### config.mk
export PLATFORM = sky130hd
export DESIGN_NAME = pipelined_regfile_2r1w
export DESIGN_NICKNAME = d
export VERILOG_FILES = /design/src/rtl/regfile_pkg.sv /design/src/rtl/regfile_read_port.sv /design/src/rtl/pipelined_regfile_2r1w.sv
export SDC_FILE = /design/constraint.sdc
export NUM_CORES = 1
export LEC_CHECK = 0
export BUFFER_PORTS_ARGS = -buffer_cell sky130_fd_sc_hd__buf_2
export CAP_MARGIN = 30
export CORE_UTILIZATION = 25
export DETAILED_ROUTE_END_ITERATION = 10
export PLACE_DENSITY_LB_ADDON = 0.05
export SLEW_MARGIN = 10
export SYNTH_ARGS = -nofsm -noshare
export SYNTH_HDL_FRONTEND = slang
export SYNTH_SLANG_ARGS = --single-unit
### constraint.sdc
create_clock -name clk -period 22.6 [get_ports clk]
set_input_delay 2.26 -clock clk [delete_from_list [all_inputs] [get_ports clk]]
set_output_delay 2.26 -clock clk [all_outputs]
set_load 0.03 [all_outputs]
### src/rtl/regfile_pkg.sv
// Shared definitions for the two-read/one-write pipelined register file.
// Default geometry and the soft-clear sequencer state encoding live here.
package regfile_pkg;

  localparam int DEF_DATA_W = 16;
  localparam int DEF_ADDR_W = 4;

  typedef enum logic {
    ST_IDLE  = 1'b0,
    ST_CLEAR = 1'b1
  } clear_state_e;

endpackage

### src/rtl/regfile_read_port.sv
// One registered read port: selects zero / bypassed write data / array entry,
// then registers it with a matching valid flag (fixed one-cycle latency).
module regfile_read_port
  import regfile_pkg::*;
#(
  parameter int DATA_W   = DEF_DATA_W,
  parameter int ADDR_W   = DEF_ADDR_W,
  parameter bit ZERO_REG = 1'b0
) (
  input  logic              clk,
  input  logic              reset,
  input  logic              re,
  input  logic [ADDR_W-1:0] raddr,
  input  logic [DATA_W-1:0] mem [2**ADDR_W],
  input  logic              wr_accept,
  input  logic [ADDR_W-1:0] waddr,
  input  logic [DATA_W-1:0] wdata,
  output logic [DATA_W-1:0] rdata,
  output logic              rvalid
);

  logic              zero_hit;
  logic              bypass_hit;
  logic [DATA_W-1:0] rd_sel;

  // wr_accept is already low while clearing, so no bypass can happen then.
  always_comb begin
    zero_hit   = ZERO_REG && (raddr == '0);
    bypass_hit = wr_accept && (raddr == waddr) && !zero_hit;
    rd_sel     = mem[raddr];
    if (zero_hit) begin
      rd_sel = '0;
    end else if (bypass_hit) begin
      rd_sel = wdata;
    end
  end

  always_ff @(posedge clk or posedge reset) begin
    if (reset) begin
      rdata  <= '0;
      rvalid <= 1'b0;
    end else begin
      rvalid <= re;
      if (re) begin
        rdata <= rd_sel;
      end
    end
  end

endmodule

### src/rtl/pipelined_regfile_2r1w.sv
// Register file with one write port, two registered read ports with write-first
// bypass, optional hard-wired zero entry and a one-entry-per-cycle soft clear.
//
// Handshake: a read is accepted on any edge with reK=1 and answered one cycle
// later with rvalidK=1; there is no back-pressure. Writes are accepted when
// we=1 and busy=0; busy=1 means the soft clear owns the array.
module pipelined_regfile_2r1w
  import regfile_pkg::*;
#(
  parameter int DATA_W   = DEF_DATA_W,
  parameter int ADDR_W   = DEF_ADDR_W,
  parameter bit ZERO_REG = 1'b0
) (
  input  logic              clk,
  input  logic              reset,
  input  logic              we,
  input  logic [ADDR_W-1:0] waddr,
  input  logic [DATA_W-1:0] wdata,
  input  logic              re0,
  input  logic [ADDR_W-1:0] raddr0,
  output logic [DATA_W-1:0] rdata0,
  output logic              rvalid0,
  input  logic              re1,
  input  logic [ADDR_W-1:0] raddr1,
  output logic [DATA_W-1:0] rdata1,
  output logic              rvalid1,
  input  logic              clear_req,
  output logic              busy
);

  localparam int                DEPTH    = 2 ** ADDR_W;
  localparam logic [ADDR_W-1:0] LAST_IDX = ADDR_W'(DEPTH - 1);

  // Sequencer state and clear index travel together so a checker can bind
  // to a single signal.
  typedef struct packed {
    clear_state_e      state;
    logic [ADDR_W-1:0] idx;
  } clear_ctrl_t;

  clear_ctrl_t       ctrl_q;
  clear_ctrl_t       ctrl_d;
  logic [DATA_W-1:0] mem [DEPTH];
  logic              wr_accept;

  assign busy      = (ctrl_q.state == ST_CLEAR);
  assign wr_accept = we && !busy && !(ZERO_REG && (waddr == '0));

  always_comb begin
    ctrl_d = ctrl_q;
    case (ctrl_q.state)
      ST_IDLE: begin
        if (clear_req) begin
          ctrl_d.state = ST_CLEAR;
          ctrl_d.idx   = '0;
        end
      end
      ST_CLEAR: begin
        if (ctrl_q.idx == LAST_IDX) begin
          ctrl_d.state = ST_IDLE;
          ctrl_d.idx   = '0;
        end else begin
          ctrl_d.idx = ctrl_q.idx + 1'b1;
        end
      end
      default: begin
        ctrl_d.state = ST_IDLE;
        ctrl_d.idx   = '0;
      end
    endcase
  end

  always_ff @(posedge clk or posedge reset) begin
    if (reset) begin
      ctrl_q.state <= ST_IDLE;
      ctrl_q.idx   <= '0;
    end else begin
      ctrl_q <= ctrl_d;
    end
  end

  always_ff @(posedge clk or posedge reset) begin
    if (reset) begin
      for (int i = 0; i < DEPTH; i++) begin
        mem[i] <= '0;
      end
    end else if (busy) begin
      mem[ctrl_q.idx] <= '0;
    end else if (wr_accept) begin
      mem[waddr] <= wdata;
    end
  end

  regfile_read_port #(
    .DATA_W  (DATA_W),
    .ADDR_W  (ADDR_W),
    .ZERO_REG(ZERO_REG)
  ) u_rd0 (
    .clk      (clk),
    .reset    (reset),
    .re       (re0),
    .raddr    (raddr0),
    .mem      (mem),
    .wr_accept(wr_accept),
    .waddr    (waddr),
    .wdata    (wdata),
    .rdata    (rdata0),
    .rvalid   (rvalid0)
  );

  regfile_read_port #(
    .DATA_W  (DATA_W),
    .ADDR_W  (ADDR_W),
    .ZERO_REG(ZERO_REG)
  ) u_rd1 (
    .clk      (clk),
    .reset    (reset),
    .re       (re1),
    .raddr    (raddr1),
    .mem      (mem),
    .wr_accept(wr_accept),
    .waddr    (waddr),
    .wdata    (wdata),
    .rdata    (rdata1),
    .rvalid   (rvalid1)
  );

endmodule
== After elaboration in Yosys (flattened, before gate mapping) ==
Index checks and enable logic that the tools add are counted.
W data, S select, Z words.

* Add/sub/neg operators: 1
* Multipliers: 0
* Div/mod/pow operators: 0
* Magnitude comparators: 6
* Equality and inequality tests: 4
* Shift operators: 0
* Mux-type cells: 19
* Bitwise gates (word level): 7
* Reductions and logical operators: 7

{| class="wikitable"
|+ Operator list
! cell !! number
|-
| $mux W256 || 2
|-
| $and A256 B256 Y256 || 1
|-
| $bwmux W256 || 1
|-
| $not A256 Y256 || 1
|-
| $bmux W16 S4 || 2
|-
| $demux W16 S4 || 2
|-
| $mux W16 || 8
|-
| $ge A5 B5 Y1 const B || 4
|-
| $not A4 Y5 || 4
|-
| $lt A5 B1 Y1 const B || 2
|-
| $pmux W5 S2 || 1
|-
| $eq A4 B4 Y1 || 2
|-
| $logic_and A1 B1 Y1 || 5
|-
| $mux W5 || 1
|-
| $add A4 B1 Y4 const B || 1
|-
| $eq A4 B4 Y1 const B || 1
|-
| $mux W4 || 1
|-
| $ne A2 B2 Y1 const B || 1
|-
| $reduce_bool A2 Y1 || 1
|-
| $logic_not A1 Y1 || 1
|-
| $mux W1 || 1
|-
| $not A1 Y1 || 1
|}

* Flip-flop bits (word level): 295
* Latch bits: 0
* RAM bits: 0
* Bits in read-only memories: 0
* Input bits: 34
* Logic and storage cells: 66
* Memories: 0

== Longest topological paths before layout ==
* Depth in word-level cells: 8
* Gate-level depth with buffers: 7

== By module ==
A second synthesis with hierarchy kept.

* Cell total of the unflattened synthesis: 1764
* Area total of the unflattened synthesis: 18103.6 um^2

{| class="wikitable"
|+ By module, submodules not included
! module !! instances !! cells each !! area an instance (um^2)
|-
| pipelined_regfile_2r1w || 1 || 1226 || 11710.0
|-
| regfile_read_port || 2 || 269 || 3196.8
|}

== Worst setup path before layout ==
OpenSTA, ideal clock, no wires.

* Kind: input -> register
* From: input raddr0[1]
* To: register u_rd0.rdata[10]
* Arrival time: 3641 ps
* Setup slack: 18813 ps
* Stages on the path: 6
* Path buffers: 3
* Path through: buf_2 buf_4 buf_2 mux4_2 o21ai_0 a31oi_1

* Cells in the longest elaborated chain, start to end: 5
* Elaborated cells on any way between the ends: 7
* Those cells by class: eq/ne: 1; mux: 4; bitwise: 1; reduce/logical: 1

{| class="wikitable"
|+ RTL lines
! what !! RTL line !! RTL
|-
| from (decl) || pipelined_regfile_2r1w.sv:20 || <nowiki>input logic [ADDR_W-1:0] raddr0,</nowiki>
|-
| $not A4 Y5 (implied by the code) || regfile_read_port.sv:30 || <nowiki>rd_sel = mem[raddr];</nowiki>
|-
| $bmux W16 S4 || regfile_read_port.sv:30 ||
|-
| $mux W16 (implied by the code) (2 in series) || regfile_read_port.sv:30 ||
|-
| $mux W16 (*) || regfile_read_port.sv:33 || <nowiki>end else if (bypass_hit) begin</nowiki>
|-
| to (signal assigned) || regfile_read_port.sv:45 || <nowiki>rdata <= rd_sel;</nowiki>
|-
| to (decl) || regfile_read_port.sv:18 || <nowiki>output logic [DATA_W-1:0] rdata,</nowiki>
|}

Every way passes the cells marked *; elsewhere a longest branch is shown, timed or not. The select of a mux whose other input is x is not followed.
A chain may end at the register's enable or synchronous reset.

== Final worst setup path ==
* From: input raddr1[3]
* To: register u_rd1.rdata[2]

* Cells in the longest elaborated chain, start to end: 5
* Elaborated cells on any way between the ends: 7
* Those cells by class: eq/ne: 1; mux: 4; bitwise: 1; reduce/logical: 1

{| class="wikitable"
|+ RTL lines
! what !! RTL line !! RTL
|-
| from (decl) || pipelined_regfile_2r1w.sv:24 || <nowiki>input logic [ADDR_W-1:0] raddr1,</nowiki>
|-
| $not A4 Y5 (implied by the code) || regfile_read_port.sv:30 ||
|-
| $bmux W16 S4 || regfile_read_port.sv:30 ||
|-
| $mux W16 (implied by the code) (2 in series) || regfile_read_port.sv:30 ||
|-
| $mux W16 (*) || regfile_read_port.sv:33 ||
|-
| to (signal assigned) || regfile_read_port.sv:45 ||
|-
| to (decl) || regfile_read_port.sv:18 ||
|}

Marked as above.

==> summary.txt <==
overall power: 1750 µW
#FFs+latches synth: 295
global-route wire length before repair: 90700 µm
Nets: 1236
Post-CTS Setup Repair Bufs: 0
Async S/R FF share, synth: 100%
Synth Flop Type: dfrtp_1
outcome: finished clean
Max-cap violations: 0
gr ovfl total: 0
CTS Buf Count: 39
achievable frequency: 216 MHz
std cell rows: 90
pin count of the biggest net entering global routing: 111
Post-synth EDFFs: 0
Yosys Warn Count: 0
Reg2Reg Depth: 5
min Tclk post-route: 4620 ps
area share of the largest cell type after synthesis: 48.4%
VDD IR max: 0.0590 mV
most frequent cell after synthesis: dfrtp_1
Vias: 11000
Clock Root Buffer: clkbuf_16
Final ANT Viol Nets: 0
initial antenna violation count: 2
Slew Viols, Final: 0
Min-Delay Path Class: reg2reg
Seq/Total Area, Yosys: 48.4%
leakage: 0.00801 µW
setup violators final: 0
dominant cells by area after synthesis: dfrtp_1 (48%), a22o_1 (15%), mux4_2 (14%), mux2i_1 (4.2%), mux2_2 (2.2%)
post-cts resize count: 0
hold path startpoint: mem[166]
worst slew pin tran: 895 ps
clock skew: 12.6 ps
area grow syn2layout: 17.0%
Critical Path AT: 5010 ps
layout cell share with drive strength beyond 1: 27.9%
vias in the first global route: 11600
reg-to-reg endpoint: mem[228]
commonest cells in the netlist: dfrtp_1 (295), a22o_1 (256), mux4_2 (96), mux2i_1 (64), clkbuf_1 (61)
Setup CP Type: in2reg
Pre-antenna DRT Iters: 5
startpoint types: input port
gpl congestion: 0.827
clock sinks: 295
Crit. End Element: flip-flop
Initial DRC Count: 877
Hold EP: mem[166]
Final Hold Vio Count: 0
critical path required time: 22990 ps
CTS tree: built
Initial Util: 25.3%
Die H: 249 µm
GR Util All Layers: 20.3%
core area: 60400 µm²
clk slew on worst S/H paths: 60 ps
synthesized area: 15300 µm²
DRT Wirelength: 62300 µm
RSZ-0062 raised after global routing: false
Synth area leader: dfrtp_1
period utilization: 20.5%
number of fill cells: 6095
Reg2Reg Setup Slack: 19930 ps
Fin Setup TNS: 0 ps
hold buffer count at cts: 0
post-DP HPWL: 39400 µm
vias per cell: 5.48
I/O Buffers: 68
r2r startpoint: busy
die area: 62100 µm²
hold path depth: 1
max_slew headroom: 40.0%
CP max FO: 44
CTS H-Tree Depth: 2
drt wl/cell: 31.0 µm
number of distinct library cells after synthesis: 40
Die Width: 249 µm
Boundary Pins: 69
Post-Synthesis Cells: 1179
CTS Buffer Depth: 3
Mapped Nets: 1217
Power per Cell Area: 97.7 nW/µm²
Mapped Avg Cell Area: 12.9 µm²
worst-skew pair later-pin latency: 560 ps
DRC viols: 0
-- cell families after synthesis --
kind of cell	synth area share (%)
AND/OR/NAND/NOR	3.58
adder cells (fa/ha/maj)	0.328
flip-flops	48.4
buffers and inverters	4.52
AO/OA/AOI/OAI	22.1
XOR/XNOR	0.516
multiplexers	20.6
-- layer usage --
metal	part of all wire [%]	global-route usage (%)	vias up	routed length, µm
li1	-	-	4722	-
met5	0.043	0	-	27
met1	48	30.0	5908	30100
met4	2.7	6.51	4	1690
met2	44	30.4	301	27700
met3	4.4	2.88	84	2770
-- flip-flops by register name, summed over array words and instances (netlist names) --
name / cells
u_rd0.rdata: 16
u_rd0.rvalid: 1
u_rd1.rdata: 16
mem: 256
busy: 1
u_rd1.rvalid: 1
ctrl_q: 4
-- how the worst max path moves through the flow --
stage / slack [ps] / end / startpoint
4_1_cts: 18000 / u_rd1.rdata[4] / raddr1[3]
3_3_place_gp: 17390 / u_rd0.rdata[15] / raddr0[3]
6_report: 17980 / u_rd1.rdata[2] / raddr1[3]
3_5_place_dp: 17380 / u_rd0.rdata[3] / raddr0[3]
2_1_floorplan: 12190 / busy / reset
5_1_grt: 17810 / u_rd0.rdata[3] / raddr0[3]
-- cells in the final DEF (no fill, tap or decap), types with 31 or more instances in the layout --
cell / synthesis / layout
a22o_1: 256 / 256
a31oi_1: 32 / 32
a41o_1: 32 / 32
buf_2: 38 / 64
buf_4: 10 / 50
clkbuf_16: 0 / 41
dfrtp_1: 295 / 295
mux2i_1: 64 / 64
mux4_2: 96 / 96
nand2_1: 40 / 40
nor2_1: 47 / 40
o21ai_0: 31 / 31
-- worst max-delay path, cell delays in order --
cell and delay, ps:
buf_4 600, buf_4 720, xor2_1 230, nor3_2 50
buf_4 200, a21boi_2 690, a31oi_1 180
-- power breakdown --
group          leakage [µW]  internal, µW  switching (µW)
Clock              0.000685           428             255
Combinational       0.00330           156             230
Sequential          0.00403           606            70.6
Total               0.00801          1190             556
-- final cells by class --
class / instances / area [µm²] / area share (%)
flip-flops and latches: 295 / 7380 / 41.3
multi-input cells: 725 / 7290 / 40.8
clock buffers: 55 / 1170 / 6.54
well taps: 782 / 978 / 5.48
repair buffers: 115 / 723 / 4.05
clock inverters: 15 / 233 / 1.30
inverters: 22 / 90.1 / 0.504
diodes: 1 / 2.50 / 0.0140
-- stage by stage --
step	utilization, %	cells	setup WS, ps	hold WS (ps)	cell area, µm²
floorplan	-	1179	12190	477	15300
global placement	27.2	1938	17390	496	16400
detailed placement	27.2	1938	17380	499	16400
CTS	29.5	2008	18000	517	17800
global route	29.6	2009	17810	527	17900
finish	29.6	2010	17980	513	17900
(Power assumes the default switching activity.)
